[config.mk]
export PLATFORM = sky130hd
export DESIGN_NAME = rom_arbiter
export DESIGN_NICKNAME = d
export VERILOG_FILES = /design/src/rtl/rom_arb_pkg.sv /design/src/rtl/rom_arbiter_rr_picker.sv /design/src/rtl/rom_arbiter.sv
export SDC_FILE = /design/constraint.sdc
export NUM_CORES = 1
export LEC_CHECK = 0
export BUFFER_PORTS_ARGS = -buffer_cell sky130_fd_sc_hd__buf_2
export CELL_PAD_IN_SITES_DETAIL_PLACEMENT = 2
export CELL_PAD_IN_SITES_GLOBAL_PLACEMENT = 2
export CORE_UTILIZATION = 33
export DETAILED_ROUTE_END_ITERATION = 10
export PLACE_DENSITY_LB_ADDON = 0.1
export SETUP_SLACK_MARGIN = 0.3
export SYNTH_ARGS = -nofsm -noshare
export SYNTH_HDL_FRONTEND = slang
export SYNTH_SLANG_ARGS = --single-unit
export TNS_END_PERCENT = 20
[constraint.sdc]
create_clock -name clk -period 3.69 [get_ports clk]
set_input_delay 0.738 -clock clk [delete_from_list [all_inputs] [get_ports clk]]
set_output_delay 0.738 -clock clk [all_outputs]
set_load 0.05 [all_outputs]
[src/rtl/rom_arb_pkg.sv]
// Shared types and constants for the player-ID ROM arbiter.
// Holds the FSM encoding, default geometry and the end-of-table marker.
package rom_arb_pkg;

    typedef enum logic [1:0] {
        S_IDLE  = 2'd0,
        S_ISSUE = 2'd1,
        S_WAIT  = 2'd2,
        S_CATCH = 2'd3
    } arb_state_e;

    localparam int ADDR_W_DEF  = 5;
    localparam int DATA_W_DEF  = 16;
    localparam int ROM_LAT_DEF = 2;

    // Terminates every table stored in the ID ROM.
    localparam logic [15:0] ROM_EOT_MARK = 16'hFFFF;

    function automatic int idx_w(input int n);
        return (n > 1) ? $clog2(n) : 1;
    endfunction

endpackage

[src/rtl/rom_arbiter_rr_picker.sv]
// Combinational round-robin selector: first set req bit searching upward
// from last+1 (mod N_REQ); returns the winner one-hot and as an index.
module rr_picker
    import rom_arb_pkg::*;
#(
    parameter int N_REQ = 2,
    parameter int IDX_W = idx_w(N_REQ)
) (
    input  logic [N_REQ-1:0] req_i,
    input  logic [IDX_W-1:0] last_i,
    output logic [N_REQ-1:0] win_oh_o,
    output logic [IDX_W-1:0] win_idx_o
);

    logic             found;
    logic [IDX_W-1:0] cand;

    always_comb begin
        win_oh_o  = '0;
        win_idx_o = '0;
        found     = 1'b0;
        cand      = '0;
        for (int k = 1; k <= N_REQ; k++) begin
            cand = IDX_W'((int'(last_i) + k) % N_REQ);
            if (!found && req_i[cand]) begin
                found          = 1'b1;
                win_oh_o[cand] = 1'b1;
                win_idx_o      = cand;
            end
        end
    end

endmodule

[src/rtl/rom_arbiter.sv]
// Round-robin arbiter in front of the synchronous player-ID ROM.
// Optional burst locking is enabled by defining ROM_ARB_LOCK_EN.
//
// state   | meaning
// IDLE    | no read in flight; samples req and picks a winner
// ISSUE   | drives the latched address onto ROM_addr
// WAIT    | counts out the ROM read latency
// CATCH   | captures ROM_data, pulses rd_valid to the winner
module rom_arbiter
    import rom_arb_pkg::*;
#(
    parameter int N_REQ   = 2,
    parameter int ADDR_W  = ADDR_W_DEF,
    parameter int DATA_W  = DATA_W_DEF,
    parameter int ROM_LAT = ROM_LAT_DEF
) (
    input  logic                    clk,
    input  logic                    rst,
    input  logic [N_REQ-1:0]        req,
    input  logic [N_REQ*ADDR_W-1:0] req_addr,
    input  logic [N_REQ-1:0]        lock,
    output logic [N_REQ-1:0]        gnt,
    output logic [DATA_W-1:0]       rd_data,
    output logic [N_REQ-1:0]        rd_valid,
    output logic [ADDR_W-1:0]       ROM_addr,
    input  logic [DATA_W-1:0]       ROM_data,
    output logic                    busy
);

    localparam int IDX_W = idx_w(N_REQ);
    localparam int CNT_W = 3;
    localparam logic [CNT_W-1:0] CNT_LAST = CNT_W'(ROM_LAT - 1);

    arb_state_e        state_q;
    logic [N_REQ-1:0]  gnt_q;
    logic [N_REQ-1:0]  rd_valid_q;
    logic [DATA_W-1:0] rd_data_q;
    logic [ADDR_W-1:0] rom_addr_q;
    logic [ADDR_W-1:0] addr_q;
    logic [CNT_W-1:0]  cnt_q;
    logic [IDX_W-1:0]  last_q;
    logic [IDX_W-1:0]  win_idx_q;
    logic              busy_q;

    logic [N_REQ-1:0]  pick_oh;
    logic [IDX_W-1:0]  pick_idx;
    logic [IDX_W-1:0]  addr_sel;
    logic [ADDR_W-1:0] addr_d;
    logic              hold_lock;

    rr_picker #(
        .N_REQ (N_REQ),
        .IDX_W (IDX_W)
    ) u_picker (
        .req_i     (req),
        .last_i    (last_q),
        .win_oh_o  (pick_oh),
        .win_idx_o (pick_idx)
    );

    // IDLE latches the new winner's address; CATCH re-latches the current one.
    assign addr_sel = (state_q == S_IDLE) ? pick_idx : win_idx_q;
    assign addr_d   = req_addr[int'(addr_sel)*ADDR_W +: ADDR_W];

`ifdef ROM_ARB_LOCK_EN
    assign hold_lock = lock[win_idx_q] & req[win_idx_q];
`else
    logic unused_lock;
    assign hold_lock   = 1'b0;
    assign unused_lock = ^lock;
`endif

    always_ff @(posedge clk or negedge rst) begin
        if (!rst) begin
            state_q    <= S_IDLE;
            gnt_q      <= '0;
            rd_valid_q <= '0;
            rd_data_q  <= '0;
            rom_addr_q <= '0;
            addr_q     <= '0;
            cnt_q      <= '0;
            last_q     <= IDX_W'(N_REQ - 1);
            win_idx_q  <= '0;
            busy_q     <= 1'b0;
        end else begin
            rd_valid_q <= '0;
            case (state_q)
                S_IDLE: begin
                    if (|req) begin
                        gnt_q     <= pick_oh;
                        win_idx_q <= pick_idx;
                        addr_q    <= addr_d;
                        busy_q    <= 1'b1;
                        state_q   <= S_ISSUE;
                    end
                end
                S_ISSUE: begin
                    rom_addr_q <= addr_q;
                    cnt_q      <= '0;
                    state_q    <= S_WAIT;
                end
                S_WAIT: begin
                    cnt_q <= cnt_q + 1'b1;
                    if (cnt_q == CNT_LAST) begin
                        state_q <= S_CATCH;
                    end
                end
                S_CATCH: begin
                    rd_data_q  <= ROM_data;
                    rd_valid_q <= gnt_q;
                    if (hold_lock) begin
                        // Locked burst: keep the grant and pointer, skip IDLE.
                        addr_q  <= addr_d;
                        state_q <= S_ISSUE;
                    end else begin
                        last_q  <= win_idx_q;
                        gnt_q   <= '0;
                        busy_q  <= 1'b0;
                        state_q <= S_IDLE;
                    end
                end
                default: state_q <= S_IDLE;
            endcase
        end
    end

    assign gnt      = gnt_q;
    assign rd_valid = rd_valid_q;
    assign rd_data  = rd_data_q;
    assign ROM_addr = rom_addr_q;
    assign busy     = busy_q;

endmodule

# Yosys cells after proc, flatten, opt, wreduce, memory -nomap -nowiden
# Index checks and enable logic that the tools add are counted.
# word_totals
register_bits,38
input_bits,32
out_inout_bits,26
# classes
add_sub_neg,3
mul,1
magnitude_cmp,4
n_eq_ne,6
shifts,1
mux,23
n_bitwise,1
n_reduce_logical,11
# ops
operator,count
$mux 2,6
$mux 1,11
$shiftx 10x5->5,1
$pmux 2 s4,1
$pmux 3 s2,1
$reduce_and 2->1,3
$eq 2x2->1 const B,2
$lt 1x2->1 const B,2
$mul 1x3->4 const B,1
$pmux 2 s2,1
$reduce_bool 2->1,2
$add 3x1->3 const B,1
$eq 3x1->1 const B,1
$logic_and 1x1->1,3
$add 1x1->1 const B,2
$demux 1 s1,2
$eq 2x1->1 const B,1
$ge 1x1->1 const B,2
$logic_not 2->1,1
$ne 2x1->1 const B,1
$ne 2x2->1 const B,1
$or 2x2->2,1
$pmux 1 s2,1
$reduce_or 2->1,1
$logic_not 1->1,1

# Logic depth before layout (Yosys ltp)
# Gate-level depths: netlist (run 1).
# depth
word_depth,10
ltp_mapped,6

# Cells and area by module
# From an unflattened synthesis (run 1), not the netlist that was laid out.
# hier_totals
cells_unflattened,123
hier_area_um2,1630.3
# modules_own_cells
module,n_inst,cells_each,area_per_inst_um2,seq_area_each_um2
rom_arbiter,1,119,1604.0,952.2
rr_picker,1,4,26.3,0.0

# Worst setup path before layout (run 1)
# No wires, ideal clock.
# synth_timing
path_type,input-to-reg
startpoint,in req[0]
endpoint,"reg busy_q, in the netlist busy"
setup_time_ps,122
arrival_ps,1426
t_required_ps,3568
slack_ps,2143
path_stages,3
path_buffers,1
cell_sequence,buf_6 -> or3_1 -> a32o_1
# synth_between
elab_chain_cells,3
# synth_lines
item,line,rtl
start: declaration,rom_arbiter.sv:19,"input logic [N_REQ-1:0] req,"
$reduce_or 2->1,rom_arbiter.sv:89,if (|req) begin
$ne 2x1->1 (no source line),--,
$reduce_and 2->1 (no source line),--,
end signal: assignment,rom_arbiter.sv:84,busy_q <= 1'b0;
end signal: assignment,rom_arbiter.sv:93,busy_q <= 1'b1;
end signal: assignment,rom_arbiter.sv:118,busy_q <= 1'b0;
end: declaration,rom_arbiter.sv:43,logic busy_q;
# Every way passes these cells.
# A chain may end at the register's enable or synchronous reset.

# Final worst setup path (run 1)
# layout_timing
startpoint,reg state_q[0]
endpoint,"reg gnt_q[1], in the netlist gnt[1]"
# layout_between
elab_chain_cells,3
elab_cells_between_ends,6
cone_classes,eq/ne: 2; mux: 1; reduce/logical: 3
# layout_lines
item,line,rtl
start: declaration,rom_arbiter.sv:34,arb_state_e state_q;
start signal: assignment,rom_arbiter.sv:75,state_q <= S_IDLE;
start signal: assignment,rom_arbiter.sv:94,state_q <= S_ISSUE;
start signal: assignment,rom_arbiter.sv:100,state_q <= S_WAIT;
$logic_not 2->1 / $eq 2x2->1 (equally long branches),rom_arbiter.sv:87,case (state_q)
$ne 2x1->1 (no source line) / $reduce_bool 2->1 (equally long branches),--,
$reduce_and 2->1 (no source line),--,
end signal: assignment,rom_arbiter.sv:90,gnt_q <= pick_oh;
end: declaration,rom_arbiter.sv:35,logic [N_REQ-1:0] gnt_q;
# Several ways; a longest one is shown, not always the timed one.

==> results of run 1 <==
-- worst max-delay path by stage --
stage	start	end	cells after the start
2_1_floorplan	req[0]	busy	3
3_3_place_gp	state_q[0]	gnt[1]	4
3_5_place_dp	state_q[0]	gnt[1]	4
4_1_cts	state_q[0]	gnt[1]	4
5_1_grt	state_q[0]	gnt[1]	4
6_report	state_q[0]	gnt[1]	4
-- layout by cell type, fill, tap and decap left out, types with 2 or more instances in the layout --
| cell type | count |
|---|---|
| inv_1 | 6 |
| nand3_1 | 2 |
| mux2_2 | 22 |
| and2_1 | 3 |
| nand4_1 | 5 |
| clkbuf_8 | 6 |
| ha_1 | 7 |
| a22o_1 | 2 |
| mux2i_1 | 2 |
| nand2b_1 | 3 |
| a32o_1 | 2 |
| a31oi_1 | 6 |
| o21ai_0 | 9 |
| nand2_1 | 5 |
| dfrtp_1 | 37 |
| buf_2 | 55 |
| bufinv_16 | 2 |
| nor2_1 | 8 |
-- registers in the layout, summed over array words and instances (netlist names), 2 cells and up --
name      count
rd_data      16
cnt_q         3
gnt           2
ROM_addr      5
addr_q        5
rd_valid      2
state_q       2
-- cell families after synthesis --
kind of cell             after synthesis  share of synthesized area
adder cells (fa/ha/maj)                7                    0.05220
flip-flops                            38                     0.5675
AO/OA/AOI/OAI                         24                    0.09620
buffers and inverters                 12                    0.03654
AND/OR/NAND/NOR                       29                    0.08801
multiplexers                          24                     0.1596
-- worst reg2reg max path, stage by stage, from the launching register on --
cell	delay (ps)
dfrtp_1	410
ha_1	780
inv_1	230
a32o_1	310
a22o_1	240
-- metal layers --
metal | share of wire | GRT usage
met5 | 0 | 0
met4 | 0.013 | 0.05128
met3 | 0.046 | 0.04390
met2 | 0.53 | 0.3117
met1 | 0.41 | 0.1946
-- through the flow --
stage	setup slack (ps)	instances	util	total power [uW]
final	1612	258	0.4444	2409
after CTS	1575	258	0.4444	2448
after global placement	1659	250	0.4148	1930
after floorplan	2143	134	-	1695
after global routing	1443	258	0.4444	2553
after detailed placement	1602	250	0.4148	1998
-- layout make-up --
class,count,share of cell area
inverters,6,0.01052
flip-flops and latches,38,0.4448
well taps,67,0.03916
clock buffers,6,0.03857
multi-input cells,84,0.3103
repair buffers,55,0.1286
clock inverters,2,0.02805
-- power by group through the flow --
stage,Combinational (uW),Sequential [uW],Clock [uW]
6_report,1230,736,439
5_1_grt,1320,768,463
4_1_cts,1260,742,451
3_5_place_dp,1250,749,0
3_3_place_gp,1200,726,0
2_1_floorplan,478,1220,0
==> metrics, run 1 <==
Slew Viols, Final 0; Synth async-reset ratio 1.000; Pleak 0.0009985 uW; initial core utilization 0.3483; hold path depth 2; Finished Cell Area 2141 sq um; DRC 0; Logic pwr share 0.512; Wirelength per Cell 15.79 um; Nets 229; Switch Pwr approximately 1100 uW; area of the multi-input gates 664.4 sq um; register-to-register setup slack 1610 ps; Max-slew headroom 0.3937; power share of the clock group 0.182; Least-Margin Pin Slew 909.5 ps; gr ovfl total 0; Hold Worst Slack 498.9 ps; Tcrit/Tclk final 0.5631; vias in the first global route 1361; worst min-delay path startpoint win_idx_q; hold_buf cts 0; DR iter-0 viols 33; Main synth FF type dfrtp_1; delay-heaviest family, CP adder cells; dpl hpwl between 2 and 3 mm; Die Wd roughly 73 um; diodes inserted 0; Sw Share 0.4593; crit path max fanout 23; CTS HTree Levels 2; RSZ-0062 raised after global routing false; synthesized flop and latch total 38; Synth top cells by count dfrtp_1, mux2_2, o21ai_0; vias per cell 4.899; Seq/Total Area, Yosys 0.5675; critical path launch point type flop; Die Ht 73.31 um; maximum clock frequency about 0.48 GHz; slowest stage cell, crit path ha_1; clk root buf clkbuf_8; CP Buf/Inv Count 1; peak supply drop 0.3378 mV; critical path arrival 2260 ps; core box area 4817 sq um; Ys Warns 0; PostCTS Resize Cnt 0; first-pass GRT wire length 6.713 mm; CP peak stage delay 780 ps; Net Count, Synth ~170; Distinct cells, synth 27; largest net degree at the start of global routing 39; post-CTS setup buffer count 0; Setup Skew 5.048 ps; area grow syn2layout 27.59%; Final setup viols 0; initial antenna violation count 0; Worst Hold Endpoint win_idx_q; Final min period roughly 2100 ps; Pre-Repair DR Iteration Count 4; reg2reg path depth 4; top-count cell post-synth dfrtp_1; reg2reg start state_q[0]; Placed Area ~2000 sq um; status finished, final reports clean; vias post-DR 1264; cell taking the most area after synthesis dfrtp_1; WP data required 3870 ps; cell chain of the critical path ha_1 > inv_1 > a32o_1 > a22o_1; port bufs between 50 and 60; TritonCTS clock tree built; post-route ant nets 0; cell internal pwr 1303 uW; reg-to-reg endpoint gnt[1]; Post-Syn Instances ~130; Reg area 952.2 sq um; FP Rows 25; Worst Setup End Kind flop; final hold vios 0; Reg power frac 0.306; TritonCTS Buffers 5; Ports 58; max_cap viols 0; Worst Setup Path Type flop to flop; clock network latency to the later pin of the worst-skew pair 290 ps; Clock Sinks 38; type of the worst min-delay path flop to flop; post-synth top area share 0.5518; final WL 4.074 mm; Post-Syn Area ~1700 sq um; Max Buffers Root-to-Sink 2; gp weighted congestion 0.6655; GRT Util Overall 0.1705; number of synthesized flops with an enable pin 0; Mean Syn Cell Area 12.52 sq um; Die Area approximately 5400 sq um; Synth area leaders dfrtp_1, mux2_2, ha_1; Fin Setup TNS 0 ps; Power per Cell Area 1125 nW/um^2; number of fill cells in the layout 505; clock slew seen by the registers of the worst setup and hold paths 80 ps; layout cells sized above 1 0.4607
No activity file was read; power rests on OpenSTA's default activity.
==> inputs of run 2 (changes only) <==
Settings changed: CORE_UTILIZATION 33 to 28.
Clock period 3.69 ns to 1.8 ns, I/O delays scaled along.
==> run 2 against run 1 <==
- routed wire length grew 6.2%
- via count shrank 1.0%
- power grew 100%
- global-route usage shrank 2.4 points
- non-clock buffer count grew 5
- register-to-register slack lost 1300 ps
- clock power grew 62%
- clock skew grew 6.0 ps
- critical path type unchanged
- highest routed layer unchanged
==> metrics, run 2 (synthesis gave the netlist of run 1 again) <==
CP peak stage delay 400 ps; Max-slew headroom 0.6623; most frequent cells in the layout buf_2, dfrtp_1, mux2_2, o21ai_0, nor2_1; crit path max fanout 11; reg2reg start state_q[0]; largest net degree at the start of global routing 39; type of the worst min-delay path input port to asynchronous set/reset pin; clock network latency to the later pin of the worst-skew pair 290 ps; post-route ant nets 0; Setup Skew 11.06 ps; gp weighted congestion around 0.77; number of flip-flops in the largest register 16; Ports 58; Slew Viols, Final 0; layout cells sized above 1 0.4898; GRT Util Overall 0.1469; initial core utilization 0.2974; WP data required 2010 ps; Power per Cell Area 2252 nW/um^2; Tot Pwr between 4000 and 5000 uW; area grow syn2layout 28.78%; FP Rows 27; final hold vios 0; Die Area 6306 sq um; Final setup viols 0; cell chain of the critical path inv_1 > ha_2 > buf_4 > a22oi_2 > mux2i_1; Placed Area 2027 sq um; status finished, final reports clean; Clock Sinks 38; Least-Margin Pin Slew 506.6 ps; slowest stage cell, crit path dfrtp_1; Final min period roughly 1400 ps; clk root buf clkbuf_8; Finished Cell Area 2161 sq um; initial antenna violation count 0; Worst Setup Path Type flop to flop; TritonCTS Buffers 5; Fin Setup TNS 0 ps; diodes inserted 0; gr ovfl total 0; Wirelength per Cell 16.15 um; TritonCTS clock tree built; core box area 5642 sq um; reg-to-reg endpoint state_q[1]; critical path launch point type flop; critical path arrival 1660 ps; Die Ht between 70 and 80 um; vias per cell 4.668; Place WS 220.4 ps; dpl hpwl 3.128 mm; Pre-Repair DR Iteration Count 2; vias post-DR 1251; max_cap viols 0; CP Buf/Inv Count 2; DR iter-0 viols 25; DRC 0; Nets between 200 and 250; first-pass GRT wire length between 6 and 7 mm; register-to-register setup slack around 350 ps; Crit path depth 5; delay-heaviest family, CP flip-flops; Worst Setup End Kind flop; maximum clock frequency 0.6902 GHz; final worst slack 351.1 ps; reg2reg path depth 5; clock slew seen by the registers of the worst setup and hold paths 80 ps; port bufs 55; peak supply drop 0.6533 mV; Tcrit/Tclk final 0.8049; Max Buffers Root-to-Sink 2; vias in the first global route around 1300; RSZ-0062 raised after global routing false; final WL 4.328 mm; commonest non-fill, non-tap cell in the layout buf_2; CTS HTree Levels 2; fin util 0.3830; Die Wd slightly below 80 um; Pleak 0.001008 uW
run 2: per-layer routing:
metal / vias to the layer above / part of all wire / routed length [um] / track usage
li1: 590 / - / - / -
met1: 631 / 0.41 / 1789 / 0.1773
met2: 24 / 0.53 / 2314 / 0.2552
met3: 6 / 0.041 / 177 / 0.03886
met4: 0 / 0.011 / 47 / 0.04364
met5: - / 0 / 0 / 0
run 2: worst max path at each step:
stage	start	endpoint	slack (ps)
after floorplan	busy	busy	520
after global placement	state_q[0]	rd_data[11]	290
after detailed placement	state_q[0]	rd_data[12]	220
after CTS	state_q[0]	state_q[1]	270
after global routing	state_q[0]	state_q[0]	300
final	state_q[0]	state_q[1]	350
run 2: power by group:
| group | internal (uW) | leakage (uW) | switching (uW) |
|---|---|---|---|
| logic | 871 | 0.000502 | 1770 |
| registers | 1280 | 0.000449 | 230 |
| clock network | 408 | 0.0000579 | 305 |
| total | 2560 | 0.00101 | 2300 |
run 2: through the flow:
stage               hold WS [ps]  instances
floorplan                  64.41        134
global placement           440.7        258
detailed placement         453.4        258
CTS                        131.8        266
global route               151.7        268
finish                     117.4        268
run 2: final cells by class:
type	instances	area, sq um
multi-input cells	84	670.6
inverters	6	22.52
flip-flops and latches	38	952.2
clock inverters	3	40.04
clock buffers	5	68.82
fillers	606	3481
well taps	72	90.09
repair buffers	60	316.6
run 2: what timing repair did:
item	4_1_cts	5_1_grt
hold buffers	0	0
buffers inserted	0	2
cloned	0	0
setup endpoints to repair	19	16
gates resized for setup	2	2
pin swaps	0	1
